$ cat config.mk
export PLATFORM = sky130hd
export DESIGN_NAME = pipe_mux_reg
export DESIGN_NICKNAME = d
export VERILOG_FILES = /design/src/rtl/pipe_mux_reg.sv
export SDC_FILE = /design/constraint.sdc
export NUM_CORES = 1
export LEC_CHECK = 0
export ABC_AREA = 1
export ABC_CLOCK_PERIOD_IN_PS = 900
export BUFFER_PORTS_ARGS = -buffer_cell sky130_fd_sc_hd__buf_2
export CAP_MARGIN = 20
export CORE_MARGIN = 3
export CORE_UTILIZATION = 35
export DETAILED_ROUTE_END_ITERATION = 12
export PLACE_DENSITY = 0.79
export SLEW_MARGIN = 20
export SYNTH_ARGS = -nofsm -noshare
export SYNTH_HDL_FRONTEND = slang
export SYNTH_SLANG_ARGS = --single-unit
$ cat constraint.sdc
create_clock -name clk -period 0.9 [get_ports clk]
set_input_delay 0.045 -clock clk [delete_from_list [all_inputs] [get_ports clk]]
set_output_delay 0.045 -clock clk [all_outputs]
set_load 0.01 [all_outputs]
$ cat src/rtl/pipe_mux_reg.sv
// rtl/pipe_mux_reg.sv - N-way WIDTH-bit selector with registered output, stall/flush and valid.
// Optional sticky illegal-select flag enabled by macro PIPE_MUX_SEL_CHECK_EN.
module pipe_mux_reg #(
   parameter int WIDTH  = 32,
   parameter int NUM_IN = 4,
   parameter int SEL_W  = $clog2(NUM_IN)
) (
   input  logic                    clk,
   input  logic                    reset,
   input  logic [NUM_IN*WIDTH-1:0] in_data,
   input  logic [SEL_W-1:0]        sel,
   input  logic                    in_valid,
   input  logic                    stall,
   input  logic                    flush,
   output logic [WIDTH-1:0]        out_data,
   output logic                    out_valid,
   output logic                    sel_err
);

   generate
      if (NUM_IN < 2 || NUM_IN > 16) begin : g_bad_num_in
         $error("pipe_mux_reg: NUM_IN=%0d outside legal range 2..16", NUM_IN);
      end
   endgenerate

   logic [WIDTH-1:0] mux_data;
   logic             capture;

   // Selects with no matching input (sel >= NUM_IN) fall through to zero.
   always_comb begin
      mux_data = '0;
      for (int k = 0; k < NUM_IN; k++) begin
         if (sel == SEL_W'(k)) mux_data = in_data[k*WIDTH +: WIDTH];
      end
   end

   assign capture = !flush && !stall;

   always_ff @(posedge clk) begin
      if (reset) begin
         out_data  <= '0;
         out_valid <= 1'b0;
      end else if (flush) begin
         out_data  <= '0;
         out_valid <= 1'b0;
      end else if (!stall) begin
         out_data  <= mux_data;
         out_valid <= in_valid;
      end
   end

`ifdef PIPE_MUX_SEL_CHECK_EN
   logic sel_illegal;

   assign sel_illegal = (int'(sel) >= NUM_IN);

   always_ff @(posedge clk) begin
      if (reset) begin
         sel_err <= 1'b0;
      end else if (capture && in_valid && sel_illegal) begin
         sel_err <= 1'b1;
`ifndef SYNTHESIS
         $error("pipe_mux_reg: illegal select at %0t, sel=%0d", $time, sel);
`endif
      end
   end
`else
   assign sel_err = 1'b0;
`endif

endmodule
==> results_dict.tcl <==
set metrics [dict create \
    outcome "finished clean" \
    cts_buffer_depth 2 \
    finalWorstSetupSlack_ns 0.0917 \
    numCtsBuffers 5 \
    synth_area_sq_um 2010 \
    vias_per_cell 4.75 \
    cts.htree.levels 2 \
    yosys_warnings 0 \
    critical_path_class "reg2out" \
    antenna_found_initial 0 \
    slowest_delay_ns 0.35 \
    crit_fanout 2 \
    worstPathRequired_ns 0.85 \
    grt_max_degree 39 \
    crit_family "flip-flops" \
    num_rows 26 \
    grt_pass1_vias 2496 \
    dpl.hpwl_um 5840 \
    finalSetupTns_ns 0 \
    start_util 0.376 \
    cp-end-kind "output pin" \
    drt-initial-drc-count 140 \
    detailroute.via_count 2776 \
    cp.arrival_ns 0.76 \
    grt_pass1_wl_um 11100 \
    drc 0 \
    p_per_area_nw_per_um2 1190 \
    hold_slack_ns 0.0208 \
    io_buffers 167 \
    maxCapViolations 0 \
    wirelength_um 7460 \
    grt.overflow.total 0 \
    avgSynthCellArea_sq_um 5.75 \
    max_freq_mhz 1240 \
    die_h_um 81.7 \
    core_area_sq_um 5340 \
    cts_setup_buffers 0 \
    syn-num-nets 484 \
    slew_viol_final 0 \
    drtAntennaViolNets 0 \
    min_period_over_period 0.898 \
    drive_gt1_frac 0.377 \
    period_needed_ns 0.808 \
    critPathSlowestCell "dfxtp_1" \
    chipWidth_um 81.7 \
    dpl_cell_area_sq_um 2980 \
    startpoint_type "register" \
    synth_seq_area_share 0.329 \
    clock_skew_ns 0 \
    antennaDiodeCount 0 \
    drt-pass1-iter-count 4 \
    syn2layout_area_growth_pct 52.9 \
    die_area_sq_um 6680 \
    cts_root_buf "clkbuf_8" \
    ir_worst_vdd_mv 0.504 \
    rsz0062_at_grt "no" \
    drt-wirelength-per-cell_um 12.8 \
    finish.instance_area_sq_um 3070 \
    ys_types 15 \
    synth-seq-cells 33 \
    pre_cts_ws_ns -0.121 \
    grt_usage 0.211 \
    ctsResizeCount 0 \
    cts_tree "built" \
    critPathBufInv 1 \
    hold_viol_final 0 \
    ios 169 \
    cts_hold_buf 0 \
    p_leak_nw 1.67 \
    clk_latency_ns 0.27 \
    setup_viol 0 \
    path_clk_slew_ns 0.06 \
    cp_cell_sequence "buf_2" \
    syn_inst 349 \
    cts.sinks 33 \
    gp_congestion 0.796 \
    nNetsFinal 649 \
    hp-class "in2reg" \
]
[state kept, by name, indices dropped and copies added, names as in the netlist]
register   flops
out_data      32
out_valid      1
[final timing paths]
check                            start                         to  slack [ns]  depth (start not counted)
max reg2reg  out_data[30]$_SDFFE_PP0N_  out_data[30]$_SDFFE_PP0N_        0.24                          2
min reg2reg     out_valid$_SDFFE_PP0N_     out_valid$_SDFFE_PP0N_        0.48                          2
min                           in_valid     out_valid$_SDFFE_PP0N_        0.02                          3
max          out_data[24]$_SDFFE_PP0N_               out_data[24]        0.09                          1
[cell type report]
type / count / area [sq um]
well taps: 70 / 87.6
multi-input cells: 287 / 1230
inverters: 4 / 15.0
flip-flops and latches: 33 / 661
fillers: 512 / 2270
clock buffers: 7 / 86.3
repair buffers: 183 / 993
[Yosys cell counts, drive strengths merged]
library cell,n,share of area
conb,1,0.0019
or2,10,0.031
nand3,42,0.10
o21ai,43,0.11
buf,13,0.032
nor2,50,0.094
clkbuf,12,0.022
dfxtp,33,0.33
a21oi,10,0.025
inv,4,0.0075
nand2,131,0.25
[through the flow]
stage                     instances  total power [mW]  utilization
final                           584              3.64        0.575
after global routing            584              3.88        0.575
after CTS                       584              3.69        0.575
after detailed placement        577              2.56        0.559
after global placement          577              2.54        0.559
after floorplan                 349              2.05            -
[where the power goes]
part	switching, mW	internal [mW]
Combinational	0.500	0.471
Clock	0.506	0.607
Sequential	0.0296	1.53
[logic make-up (layout without fill, tap and decap cells)]
| logic type | count (synthesis) | count (layout) | synth area share |
|---|---|---|---|
| and+or+nand+nor | 233 | 233 | 0.474 |
| AOI/OAI and AO/OA | 53 | 53 | 0.132 |
| DFF | 33 | 33 | 0.329 |
| buffers and inverters | 29 | 194 | 0.0623 |
| other | 1 | 1 | 0.00187 |
[layout by cell type, fill, tap and decap left out]
cell type	netlist	routed
a21oi_1	10	10
buf_12	0	3
buf_2	10	167
buf_4	1	13
clkbuf_1	12	1
clkbuf_8	0	6
clkinv_1	0	1
conb_1	1	1
dfxtp_1	33	33
inv_2	3	3
nand2_1	131	131
nand3_1	42	42
nor2_1	50	48
nor2_2	0	2
o21ai_0	33	33
o21ai_1	10	10
or2_0	10	10
[metal layers]
| layer | global-route usage | wire length (um) |
|---|---|---|
| met1 | 0.252 | 2930 |
| met2 | 0.378 | 3750 |
| met3 | 0.0592 | 735 |
| met4 | 0.0399 | 48 |
| met5 | 0 | 0 |
No activity file was read; power rests on OpenSTA's default activity.
